File: config.mk
export PLATFORM = sky130hd
export DESIGN_NAME = sign_tracker
export DESIGN_NICKNAME = d
export VERILOG_FILES = /design/src/rtl/sign_tracker_pkg.sv /design/src/rtl/sign_tracker_channel.sv /design/src/rtl/sign_tracker.sv
export SDC_FILE = /design/constraint.sdc
export NUM_CORES = 1
export LEC_CHECK = 0
export ABC_AREA = 1
export ABC_CLOCK_PERIOD_IN_PS = 11800
export CORE_ASPECT_RATIO = 0.8
export CORE_MARGIN = 10
export CORE_UTILIZATION = 45
export DETAILED_ROUTE_END_ITERATION = 8
export GPL_TIMING_DRIVEN = 0
export PLACE_DENSITY_LB_ADDON = 0.2
export SLEW_MARGIN = 10
export SYNTH_ARGS = -nofsm -noshare
export SYNTH_HDL_FRONTEND = slang
export SYNTH_SLANG_ARGS = --single-unit
File: constraint.sdc
create_clock -name SYS_aclk -period 11.8 [get_ports SYS_aclk]
set_clock_uncertainty 0.2 [all_clocks]
set_input_delay 2.36 -clock SYS_aclk [delete_from_list [all_inputs] [get_ports SYS_aclk]]
set_output_delay 2.36 -clock SYS_aclk [all_outputs]
set_load 0.01 [all_outputs]
File: src/rtl/sign_tracker_pkg.sv
// Shared types and constants for the per-channel sign tracker.
// Holds the FSM encoding and the reversal-count exponent ceiling.
package sign_tracker_pkg;

  typedef enum logic [1:0] {
    IDLE     = 2'b00,
    POSITIVE = 2'b01,
    NEGATIVE = 2'b10
  } st_e;

  localparam int unsigned LOG_COUNT_MAX = 30;

  function automatic logic [4:0] sat_log(
    input logic [4:0] lc
  );
    if (lc > 5'(LOG_COUNT_MAX))
      return 5'(LOG_COUNT_MAX);
    return lc;
  endfunction

endpackage

File: src/rtl/sign_tracker_channel.sv
// One channel: IDLE/NEGATIVE/POSITIVE tracker with
// hysteresis and a 2^log_count reversal threshold.
module sign_tracker_channel
  import sign_tracker_pkg::*;
#(
  parameter int SAMPLE_WIDTH = 16
) (
  input  logic                    SYS_aclk,
  input  logic                    SYS_aresetn,
  input  logic                    beat,
  input  logic [SAMPLE_WIDTH-1:0] sample,
  input  logic [SAMPLE_WIDTH-1:0] hysteresis,
  input  logic [4:0]              log_count,
  input  logic                    mode,
  output logic                    sign,
  output logic                    sign_next,
  output logic                    flip
);

  localparam int XW = SAMPLE_WIDTH + 2;

  st_e                     state_q;
  st_e                     state_d;
  logic [SAMPLE_WIDTH-1:0] ref_q;
  logic [SAMPLE_WIDTH-1:0] ref_d;
  logic [30:0]             cnt_q;
  logic [30:0]             cnt_d;
  logic                    flip_q;
  logic                    flip_d;

  logic signed [XW-1:0]    smp_x;
  logic signed [XW-1:0]    ref_x;
  logic signed [XW-1:0]    hys_x;
  logic                    rev;
  logic [30:0]             thr;
  logic [30:0]             cnt_inc;

  // Two guard bits keep reference +/- hysteresis from wrapping.
  always_comb begin
    smp_x   = {{2{sample[SAMPLE_WIDTH-1]}}, sample};
    ref_x   = {{2{ref_q[SAMPLE_WIDTH-1]}}, ref_q};
    hys_x   = {2'b00, hysteresis};
    thr     = 31'd1 << sat_log(log_count);
    cnt_inc = cnt_q + 31'd1;
    rev     = 1'b0;
    unique case (state_q)
      NEGATIVE: rev = smp_x > (ref_x + hys_x);
      POSITIVE: rev = smp_x < (ref_x - hys_x);
      default:  rev = 1'b0;
    endcase
  end

  always_ff @(posedge SYS_aclk or negedge SYS_aresetn) begin
    if (!SYS_aresetn) begin
      state_q <= IDLE;
      ref_q   <= '0;
      cnt_q   <= '0;
      flip_q  <= 1'b0;
    end else begin
      state_q <= state_d;
      ref_q   <= ref_d;
      cnt_q   <= cnt_d;
      flip_q  <= flip_d;
    end
  end

  always_comb begin
    state_d = state_q;
    ref_d   = ref_q;
    cnt_d   = cnt_q;
    flip_d  = 1'b0;
    if (beat) begin
      if (state_q == IDLE) begin
        state_d = NEGATIVE;
        ref_d   = sample;
        cnt_d   = '0;
      end else if (rev) begin
        // >= so a lowered threshold still flips on the next reversal
        if (cnt_inc >= thr) begin
          state_d = (state_q == POSITIVE) ? NEGATIVE : POSITIVE;
          ref_d   = sample;
          cnt_d   = '0;
          flip_d  = 1'b1;
        end else begin
          cnt_d = cnt_inc;
        end
      end else if (mode) begin
        cnt_d = '0;
      end
    end
  end

  always_comb begin
    sign      = (state_q != NEGATIVE);
    sign_next = (state_d != NEGATIVE);
    flip      = flip_q;
  end

endmodule

File: src/rtl/sign_tracker.sv
// Stream sign tracker: per-channel trackers behind a single
// output register with pass-through ready.
module sign_tracker
  import sign_tracker_pkg::*;
#(
  parameter int SAMPLE_WIDTH     = 16,
  parameter int CHANNEL_COUNT    = 2,
  parameter int AXIS_TDATA_WIDTH = SAMPLE_WIDTH * CHANNEL_COUNT
) (
  input  logic                        SYS_aclk,
  input  logic                        SYS_aresetn,
  input  logic [4:0]                  SF_log_count,
  input  logic [SAMPLE_WIDTH-1:0]     SF_hysteresis,
  input  logic                        SF_mode,
  output logic [CHANNEL_COUNT-1:0]    SF_sign,
  output logic [CHANNEL_COUNT-1:0]    SF_flip,
  input  logic                        S_AXIS_tvalid,
  input  logic [AXIS_TDATA_WIDTH-1:0] S_AXIS_tdata,
  output logic                        S_AXIS_tready,
  output logic                        M_AXIS_tvalid,
  output logic [AXIS_TDATA_WIDTH-1:0] M_AXIS_tdata,
  output logic [CHANNEL_COUNT-1:0]    M_AXIS_tuser,
  input  logic                        M_AXIS_tready
);

  logic                     accept;
  logic [CHANNEL_COUNT-1:0] sign_nx;

  assign S_AXIS_tready = M_AXIS_tready | ~M_AXIS_tvalid;
  assign accept        = S_AXIS_tvalid & S_AXIS_tready;

  for (genvar k = 0; k < CHANNEL_COUNT; k++) begin : g_ch
    sign_tracker_channel #(
      .SAMPLE_WIDTH (SAMPLE_WIDTH)
    ) u_ch (
      .SYS_aclk    (SYS_aclk),
      .SYS_aresetn (SYS_aresetn),
      .beat        (accept),
      .sample      (S_AXIS_tdata[k*SAMPLE_WIDTH +: SAMPLE_WIDTH]),
      .hysteresis  (SF_hysteresis),
      .log_count   (SF_log_count),
      .mode        (SF_mode),
      .sign        (SF_sign[k]),
      .sign_next   (sign_nx[k]),
      .flip        (SF_flip[k])
    );
  end

  always_ff @(posedge SYS_aclk or negedge SYS_aresetn) begin
    if (!SYS_aresetn) begin
      M_AXIS_tvalid <= 1'b0;
      M_AXIS_tdata  <= '0;
      M_AXIS_tuser  <= '1;
    end else if (accept) begin
      M_AXIS_tvalid <= 1'b1;
      M_AXIS_tdata  <= S_AXIS_tdata;
      M_AXIS_tuser  <= sign_nx;
    end else if (M_AXIS_tready) begin
      M_AXIS_tvalid <= 1'b0;
    end
  end

endmodule

Word level (Yosys, flattened, before mapping)
Index checks and enable logic that the tools add are counted.
{"block": "totals", "reg_bits": 135}
{"block": "classes", "n_shift": 1, "n_mux": 38, "bitwise": 3, "reduce_logical": 13, "n_eq_ne": 8, "add_sub_neg": 6, "order_cmp": 7}
{"operator": "$mux 31", "n": 7}
{"operator": "$mux 16", "n": 6}
{"operator": "$add 31x1->31 const B", "n": 2}
{"operator": "$ge 31x31->1", "n": 2}
{"operator": "$add 16x17->18", "n": 2}
{"operator": "$gt 16x18->1", "n": 2}
{"operator": "$lt 16x18->1", "n": 2}
{"operator": "$sub 16x17->18", "n": 2}
{"operator": "$shl 1x5->31 const A", "n": 1}
{"operator": "$mux 2", "n": 10}
{"operator": "$mux 1", "n": 11}
{"operator": "$mux 5", "n": 2}
{"operator": "$reduce_bool 2->1", "n": 5}
{"operator": "$ne 2x2->1 const B", "n": 4}
{"operator": "$reduce_and 3->1", "n": 2}
{"operator": "$reduce_bool 3->1", "n": 2}
{"operator": "$gt 5x5->1 const B", "n": 1}
{"operator": "$eq 2x1->1 const B", "n": 2}
{"operator": "$eq 2x2->1 const B", "n": 2}
{"operator": "$logic_not 2->1", "n": 2}
{"operator": "$pmux 1 s2", "n": 2}
{"operator": "$reduce_and 2->1", "n": 2}
{"operator": "$and 1x1->1", "n": 1}
{"operator": "$not 1->1", "n": 1}
{"operator": "$or 1x1->1", "n": 1}

Longest topological paths before layout
Gate-level depths: netlist of the first run.
{"block": "logic_depth", "depth_word": 10, "mapped_depth": 33}

Modules after synthesis
A second synthesis of the first run with hierarchy kept.
{"block": "unflattened", "hier_cells": 2040, "area_unflattened_um2": 14348.8}
{"mod": "sign_tracker_channel (g_ch[0].u_ch)", "seq_area_each_um2": 1251.2, "area_per_inst_um2": 6472.5, "cells_each": 930, "n_inst": 1}
{"mod": "sign_tracker_channel (g_ch[1].u_ch)", "seq_area_each_um2": 1251.2, "area_per_inst_um2": 6462.4, "cells_each": 958, "n_inst": 1}
{"mod": "sign_tracker", "seq_area_each_um2": 878.3, "area_per_inst_um2": 1413.9, "cells_each": 152, "n_inst": 1}

Least setup slack after synthesis of the first run
Ideal clock, no wire load.
{"block": "synth_path", "path_type": "input-to-reg", "startpoint": "input SF_hysteresis[1]", "endpoint": "register g_ch[0].u_ch.cnt_q[0]", "path_slack_ps": 5829, "t_required_ps": 11479, "stages": 30, "path_buffers": 1, "arrival_ps": 5650, "setup_time_ps": 121, "cell_sequence": "inv_1 fa_1 inv_1 nand2_1 nand3_1 nand2_1 nand2_1 o21ai_0 o21ai_2 a21boi_0 o21ai_1 nand3_1 nand3_1 nand2_1 ha_1 nand2_1 nor2_2 nand2_1 nor2_1 nor2_1 nand2_1 nand2_1 nand3_1 nand2_2 nand2_2 nand2_2 or2_4 nand2_8 buf_6 o21ai_1"}
{"block": "synth_between", "elab_chain_len": 5}
{"item": "start, declared", "line": "sign_tracker.sv:13", "text": "input logic [SAMPLE_WIDTH-1:0] SF_hysteresis,"}
{"item": "$sub 16x17->18 or $add 16x17->18 (tied branches)", "line": "sign_tracker_channel.sv:48, sign_tracker_channel.sv:47"}
{"item": "$lt 16x18->1 or $gt 16x18->1 (tied branches)", "line": "sign_tracker_channel.sv:48, sign_tracker_channel.sv:47"}
{"item": "$pmux 1 s2 *", "line": "sign_tracker_channel.sv:46", "text": "unique case (state_q)"}
{"item": "$reduce_bool 3->1 (no source line) or $mux 31 (tied branches)"}
{"item": "$reduce_and 2->1 (no source line) or $mux 31 (tied branches)"}
{"item": "end signal, assigned", "line": "sign_tracker_channel.sv:62", "text": "cnt_q <= cnt_d;"}
{"item": "end, declared", "line": "sign_tracker_channel.sv:26", "text": "logic [30:0] cnt_q;"}
Every way passes the cells marked *; elsewhere a longest branch is shown, timed or not.
A chain may end at the register's enable or synchronous reset.

Worst setup path after layout of the first run
{"block": "layout_path", "startpoint": "input SF_hysteresis[3]", "endpoint": "register g_ch[1].u_ch.ref_q[15]"}
{"block": "layout_between", "elab_chain_len": 5}
{"item": "$sub 16x17->18 or $add 16x17->18 (tied branches)", "line": "sign_tracker_channel.sv:48, sign_tracker_channel.sv:47"}
{"item": "$lt 16x18->1 or $gt 16x18->1 (tied branches)", "line": "sign_tracker_channel.sv:48, sign_tracker_channel.sv:47"}
{"item": "$pmux 1 s2 *", "line": "sign_tracker_channel.sv:46"}
{"item": "$reduce_bool 2->1 (no source line) *"}
{"item": "$reduce_and 3->1 (no source line) *"}
{"item": "end signal, assigned", "line": "sign_tracker_channel.sv:61", "text": "ref_q <= ref_d;"}
{"item": "end, declared", "line": "sign_tracker_channel.sv:24", "text": "logic [SAMPLE_WIDTH-1:0] ref_q;"}
Marked as above.

==> results of run 1 <==
[flip-flops by register name, indices dropped and copies added, names as in the netlist]
signal	cells
g_ch.u_ch.state_q	4
M_AXIS_tuser	2
M_AXIS_tvalid	1
g_ch.u_ch.ref_q	32
g_ch.u_ch.cnt_q	62
g_ch.u_ch.flip	2
M_AXIS_tdata	32
[per-layer routing]
metal	vias to the layer above	global-route usage	wire length, µm	share of wire
met3	19	0.0375	2370	0.060
met1	5783	0.323	21000	0.53
met2	320	0.304	15800	0.40
met4	0	0.0431	368	0.0093
li1	6439	-	-	-
met5	-	0	0	0
[final cells by class]
class                           instances  area (µm²)  area share
Clock inverter                         12         224      0.0142
Buffer                                 57         322      0.0204
Sequential cell                       135        3380       0.215
Inverter                              263         987      0.0627
Multi-Input combinational cell       1450        8860       0.563
Clock buffer                           20         447      0.0284
Tap cell                              406         508      0.0323
Timing Repair Buffer                   98        1000      0.0638
[cell usage in the layout (no fill, tap or decap), types with 4 or more instances in the layout]
cell type / count
a21o_1: 5
a21oi_1: 113
buf_2: 28
buf_4: 5
buf_6: 5
bufinv_16: 6
clkbuf_1: 19
clkbuf_16: 17
clkdlybuf4s50_1: 96
clkinvlp_4: 4
dfrtp_1: 133
fa_1: 4
ha_1: 206
inv_1: 257
nand2_1: 479
nand2_2: 14
nand3_1: 122
nand3b_1: 6
nand4_1: 31
nor2_1: 118
nor2_2: 6
nor3_1: 52
nor4_1: 11
o21a_1: 7
o21ai_0: 91
o21ai_1: 17
o21ai_2: 32
o31ai_1: 4
xnor2_1: 20
xor2_1: 88
[power by group]
part	total, mW	leakage (nW)	switching, mW	internal (mW)
clock	0.622	0.312	0.221	0.402
sequential	0.624	1.77	0.0771	0.547
combinational	1.83	6.23	1.15	0.680
total	3.08	8.31	1.45	1.63
[logic make-up after synthesis]
logic type | Yosys count | share of synthesized area
adder cells (fa/ha/maj) | 210 | 0.196
flip-flops | 135 | 0.249
XOR/XNOR | 108 | 0.0698
AO/OA/AOI/OAI | 283 | 0.119
AND/OR/NAND/NOR | 849 | 0.269
buffers and inverters | 320 | 0.0966
[path summary, 6_finish.rpt]
kind	start	end	slack [ns]	cells after the start
setup / recovery	SF_hysteresis[3]	g_ch[1].u_ch.ref_q[15]	4.37	28
hold / removal	g_ch[1].u_ch.cnt_q[28]	g_ch[1].u_ch.cnt_q[28]	0.29	2
setup reg to reg	g_ch[1].u_ch.ref_q[3]	g_ch[1].u_ch.ref_q[15]	6.54	26
hold reg to reg	g_ch[1].u_ch.cnt_q[28]	g_ch[1].u_ch.cnt_q[28]	0.29	2
max in group asynchronous	SYS_aresetn	g_ch[1].u_ch.ref_q[13]	8.99	2
min in group asynchronous	SYS_aresetn	g_ch[1].u_ch.cnt_q[26]	1.66	1
[worst register-to-register path, delay by kind of cell, from the launching register on]
kind                     cells  cell delay (ns)
flip-flops                   1             0.40
AO/OA/AOI/OAI                3             0.73
adder cells (fa/ha/maj)      2             0.66
buffers and inverters        4             0.85
AND/OR/NAND/NOR             16             2.14
XOR/XNOR                     1             0.14
[Yosys cell counts, drive strengths merged]
cell type  instances
a21oi            114
o31ai              4
fa                 4
ha               206
nand2            494
and2               1
buf               40
dfrtp            133
nand3b             6
o21a               7
o211ai             1
o21bai             3
a21boi             5
clkbuf            17
inv              260
xor2              88
a21o               5
or2                1
o21ai            140
and3               1
nor2             124
nor3b              1
dfstp              2
clkinv             3
o32ai              1
nor3              54
nand4             31
a31oi              3
xnor2             20
nand3            125
nor4              11
[stage by stage]
stage	hold WS, ns	power, mW
finish	0.287	3.08
CTS	0.287	3.08
global placement	0.266	2.40
global route	0.310	3.39
floorplan	0.249	1.92
detailed placement	0.270	2.44
==> reports/results.tsv, run 1 <==
stage	metric	value	unit
outcome	status	complete, no violations	
cells_and_area	Fill cells	2832	
routing	drt total wl	39500	µm
global_routing	largest net degree at the start of global routing	69	
synthesis	distinct cell type count after synthesis	46	
worst_setup_path	Crit path buffers/inverters	6	
timing	post-layout worst setup margin	4.37	ns
clock_tree	Root Buffer	clkbuf_16	
global_routing	All-Layer GR Usage	0.213	
clock_tree	Skew-Pair Late Insertion Delay	0.44	ns
routing	DR iter-0 viols	957	
floorplan	Die Y	175	µm
routing	via count	12600	
cells_and_area	Layout Utilization	0.533	
cells_and_area	area delta synth->final	16.1	%
cells_and_area	Design Area, Final	15700	µm²
timing	Sum Neg Setup Slack	0	ns
worst_setup_path	cell at the slowest stage of the critical path	clkdlybuf4s50_1	
place	placed cells	2409	
worst_setup_path	WP data required	11.90	ns
place	RD Place Congestion	0.934	
synthesis	Synth area leaders	dfrtp_1 25%, ha_1 19%, nand2_1 13%	
synthesis	Synth Net Count	2173	
synthesis	Mapped Cells	1905	
synthesis	top cell type by total area after synthesis	dfrtp_1	
worst_setup_path	Max Fanout on Critical Path	10	
routing	Final ANT Viol Nets	0	
place	pre-CTS worst setup slack	4.05	ns
global_routing	global route total overflow	0	
worst_setup_path	crit path launch type	input port	
cells_and_area	Final Non-Filler Cells	2441	
global_routing	first-pass GRT wire length	64600	µm
clock_tree	TritonCTS clock tree	done	
worst_setup_path	critical path class	in -> reg	
clock_tree	H-Tree Depth	4	
clock_tree	Worst-path clk slew	0.06	ns
place	PortBufs	97	
timing	fin crit period	7.43	ns
synthesis	Synth Cell Area	13600	µm²
timing	RSZ-0062 raised after global routing	false	
floorplan	Initial Util	0.459	
routing	vias per cell	5.15	
timing	Tcrit/Tclk final	0.630	
routing	drt first pass iters	5	
timing	Final Setup Violations	0	
worst_setup_path	crit-path max cell delay	0.55	ns
cells_and_area	layout cells sized above 1	0.0668	
worst_setup_path	Worst path top cell family by delay	simple AND/OR/NAND/NOR gates	
floorplan	Core ar.	29500	µm²
pwr	worst vdd ir	0.000134	V
routing	drt wl/cell	16.2	µm
clock_tree	total clock sinks	135	
floorplan	Chip Width	214	µm
run	max-capacitance violation count	0	
synthesis	Seq/Total Area, Yosys	0.249	
clock_tree	cts hold-fix bufs	0	
clock_tree	post-cts resize count	0	
synthesis	Yosys Warn Count	0	
timing	Final Hold Fails	0	
pwr	leakage power	8.31	nW
place	Placed Area	15100	µm²
worst_setup_path	crit path capture type	flip-flop	
worst_setup_path	Arr. time, crit path	7.53	ns
cells_and_area	Diodes inserted	0	
timing	relative slew slack	0.430	
timing	Slew Limit Fails	0	
cells_and_area	final net count	2290	
timing	Worst-Margin Slew	0.856	ns
global_routing	initial antenna violation count	0	
synthesis	Seq cells post-synth	135	
pwr	power per cell area	196	nW/µm²
clock_tree	Post-CTS Setup Inserts	0	
place	post-DP HPWL	32600	µm
timing	fmax	0.135	GHz
routing	number of remaining DRC errors	0	
worst_setup_path	CP dominant cell by count	nand2_1	
synthesis	post-synth top area share	0.246	
worst_hold_path	Worst Hold Class	reg -> reg	
floorplan	std cell rows	56	
floorplan	# IOs	98	
global_routing	vias in the first global route	11900	
synthesis	syn_area_per_cell	7.11	µm²
clock_tree	Num CTS Buffers	17	
clock_tree	deepest clock path buffer count	2	
floorplan	full die area	37500	µm²
No activity file was read; power rests on OpenSTA's default activity.
==> run 2: changes to the inputs <==
Settings changed: ABC_CLOCK_PERIOD_IN_PS 11800 to 7300.
Clock period 11.8 ns to 7.3 ns, I/O delays scaled along.
==> results of run 2 <==
Same layout as run 1 (identical final DEF). Status: complete, no violations.
Among the figures that moved: setup slack after placement 4.05 ns -> 0.448 ns; setup slack after layout 4.37 ns -> 0.772 ns; register-to-register setup slack 6.54 ns -> 2.04 ns; total power 3.08 mW -> 4.98 mW; worst IR drop on VDD 0.000134 V -> 0.000217 V
==> run 3: changes to the inputs <==
--- a/config.mk
+++ b/config.mk
@@ -8,7 +8,9 @@
 export ABC_AREA = 1
 export ABC_CLOCK_PERIOD_IN_PS = 7300
+export CELL_PAD_IN_SITES_DETAIL_PLACEMENT = 0
+export CELL_PAD_IN_SITES_GLOBAL_PLACEMENT = 1
 export CORE_ASPECT_RATIO = 0.8
 export CORE_MARGIN = 10
-export CORE_UTILIZATION = 45
+export CORE_UTILIZATION = 44
 export DETAILED_ROUTE_END_ITERATION = 8
 export GPL_TIMING_DRIVEN = 0
--- a/constraint.sdc
+++ b/constraint.sdc
@@ -3,3 +3,3 @@
 set_input_delay 1.46 -clock SYS_aclk [delete_from_list [all_inputs] [get_ports SYS_aclk]]
 set_output_delay 1.46 -clock SYS_aclk [all_outputs]
-set_load 0.01 [all_outputs]
+set_load 0.1 [all_outputs]
==> run 3 against run 2 <==
Hold slack worse by 0.0015 ns. Combinational power is 8.8% higher. Critical path depth is 2 higher. Cell count is 0.29% higher. Global-route usage is 0.19 points lower. Non-clock buffer count stayed put. Sequential power hardly changed. Via count is 0.45% lower. Die area is 2.0% higher. Cell area is 0.62% lower. Register-to-register slack worse by 0.11 ns. Critical endpoint unchanged.
==> reports/results.tsv, run 3 (synthesis results as in run 1) <==
stage	metric	value	unit
timing	RSZ-0062 raised after global routing	false	
routing	drt wl/cell	16.5	µm
cells_and_area	layout cells sized above 1	0.0658	
floorplan	Initial Util	0.446	
cells_and_area	max FFs per register	62	
timing	Final Setup Violations	0	
pwr	leakage power	8.27	nW
pwr	Pint	2.48	mW
pwr	Flop pwr share	0.199	
routing	drt total wl	40400	µm
routing	drt first pass iters	5	
worst_setup_path	crit-path max cell delay	0.56	ns
pwr	Gate power share	0.633	
clock_tree	post-cts resize count	0	
timing	fmax	0.151	GHz
cells_and_area	Reg with most FFs	g_ch.u_ch.cnt_q	
pwr	worst vdd ir	0.000213	V
worst_setup_path	crit path capture type	flip-flop	
clock_tree	Num CTS Buffers	17	
pwr	power per cell area	325	nW/µm²
clock_tree	H-Tree Depth	4	
place	Placed Area	15100	µm²
worst_setup_path	cell at the slowest stage of the critical path	clkdlybuf4s50_1	
global_routing	largest net degree at the start of global routing	95	
worst_setup_path	RR Startpoint	g_ch[1].u_ch.ref_q[3]	
cells_and_area	final net count	2290	
pwr	Sw Share	0.512	
timing	Slew Limit Fails	0	
cells_and_area	most frequent cells in the layout	479 x nand2_1, 257 x inv_1, 206 x ha_1, 133 x dfrtp_1, 122 x nand3_1	
global_routing	first-pass GRT wire length	64300	µm
worst_setup_path	WP data required	7.39	ns
pwr	Pwr Total	5.08	mW
timing	Tcrit/Tclk final	0.910	
global_routing	global route total overflow	0	
global_routing	initial antenna violation count	0	
place	post-DP HPWL	33100	µm
worst_setup_path	critical path class	in -> reg	
routing	DR iter-0 viols	1011	
clock_tree	Root Buffer	clkbuf_16	
floorplan	Die Y	177	µm
clock_tree	TritonCTS clock tree	done	
worst_setup_path	Arr. time, crit path	6.73	ns
floorplan	# IOs	98	
worst_setup_path	Reg2Reg Depth	26	
timing	Worst-Margin Slew	1.01	ns
worst_hold_path	Hold Crit Depth	2	
routing	vias per cell	5.11	
cells_and_area	most common cell after layout, fill and taps aside	nand2_1	
floorplan	Core ar.	30400	µm²
routing	via count	12500	
timing	fin crit period	6.64	ns
run	max-capacitance violation count	0	
place	PortBufs	97	
worst_hold_path	Worst Hold Class	reg -> reg	
global_routing	All-Layer GR Usage	0.211	
worst_hold_path	HP Start	M_AXIS_tdata[3]	
routing	number of remaining DRC errors	0	
pwr	Clk pwr share	0.168	
clock_tree	Skew-Pair Late Insertion Delay	0.44	ns
clock_tree	Post-CTS Setup Inserts	0	
global_routing	vias in the first global route	11800	
worst_setup_path	Max Fanout on Critical Path	10	
clock_tree	deepest clock path buffer count	2	
worst_setup_path	worst reg2reg path endpoint	g_ch[1].u_ch.ref_q[15]	
pwr	Net Sw Power	2.60	mW
outcome	status	complete, no violations	
worst_setup_path	setup slack, reg-to-reg	1.93	ns
clock_tree	total clock sinks	135	
clock_tree	Worst-path clk slew	0.06	ns
floorplan	full die area	38300	µm²
worst_hold_path	Hold EP	M_AXIS_tdata[3]	
place	RD Place Congestion	0.935	
timing	relative slew slack	0.327	
cells_and_area	area delta synth->final	15.4	%
timing	post-layout worst setup margin	0.660	ns
place	pre-CTS worst setup slack	0.355	ns
worst_setup_path	crit path launch type	input port	
cells_and_area	Design Area, Final	15600	µm²
cells_and_area	Largest regs	g_ch.u_ch.cnt_q (62), M_AXIS_tdata (32), g_ch.u_ch.ref_q (32)	
worst_setup_path	CP dominant cell by count	nand2_1	
clock_tree	cts hold-fix bufs	0	
timing	Final Hold Fails	0	
floorplan	std cell rows	57	
cells_and_area	Diodes inserted	0	
routing	Final ANT Viol Nets	0	
floorplan	Chip Width	216	µm
[run 3: worst max-delay path by stage]
stage / startpoint / to / slack [ns] / cells past startpoint
after global placement: SYS_aresetn / g_ch[0].u_ch.cnt_q[12] / -1.30 / 1
after CTS: SF_hysteresis[2] / g_ch[1].u_ch.ref_q[15] / 0.83 / 30
after global routing: SF_hysteresis[2] / g_ch[1].u_ch.ref_q[8] / 0.31 / 30
after detailed placement: SF_hysteresis[2] / g_ch[1].u_ch.ref_q[15] / 0.35 / 30
after floorplan: SF_hysteresis[1] / g_ch[0].u_ch.cnt_q[0] / 2.23 / 30
final: SF_hysteresis[2] / g_ch[1].u_ch.ref_q[15] / 0.66 / 30
[run 3: cell type report]
type | instances | area (µm²)
Fill cell | 3090 | 14700
Multi-Input combinational cell | 1450 | 8860
Sequential cell | 135 | 3380
Timing Repair Buffer | 98 | 1000
Inverter | 263 | 987
Tap cell | 413 | 517
Clock buffer | 25 | 495
Buffer | 57 | 322
Clock inverter | 7 | 68.8
[run 3: layer usage]
layer,vias up,part of all wire,global-route usage,wire [µm]
met2,292,0.39,0.290,15700
li1,6434,-,-,-
met4,0,0.0084,0.0395,338
met1,5756,0.55,0.330,22100
met5,-,0,0,0
met3,22,0.056,0.0401,2240
[run 3: critical path, delay by kind of cell]
kind                       cells  cell delay (ns)
AOI/OAI and AO/OA              4             0.79
xor gates and xnor gates       1             0.10
adders and majority gates      2             0.70
buffers and inverters          6             1.51
and+or+nand+nor               17             2.18
[run 3: power groups by stage]
| stage | combinational (mW) | sequential (mW) | clock [mW] |
|---|---|---|---|
| final | 3.22 | 1.01 | 0.853 |
| after floorplan | 2.18 | 1.21 | 0 |
| after global placement | 3.16 | 1.02 | 0 |
| after global routing | 3.66 | 1.03 | 0.900 |
| after CTS | 3.21 | 1.01 | 0.870 |
| after detailed placement | 3.19 | 1.02 | 0 |
[run 3: metrics by stage]
stage,setup TNS (ns),util,hold WS [ns],instances
global placement,-169.64,0.495,0.267,2415
finish,0,0.515,0.285,2448
CTS,0,0.515,0.288,2448
detailed placement,0,0.496,0.273,2416
floorplan,0,-,0.249,1905
global route,0,0.515,0.301,2448
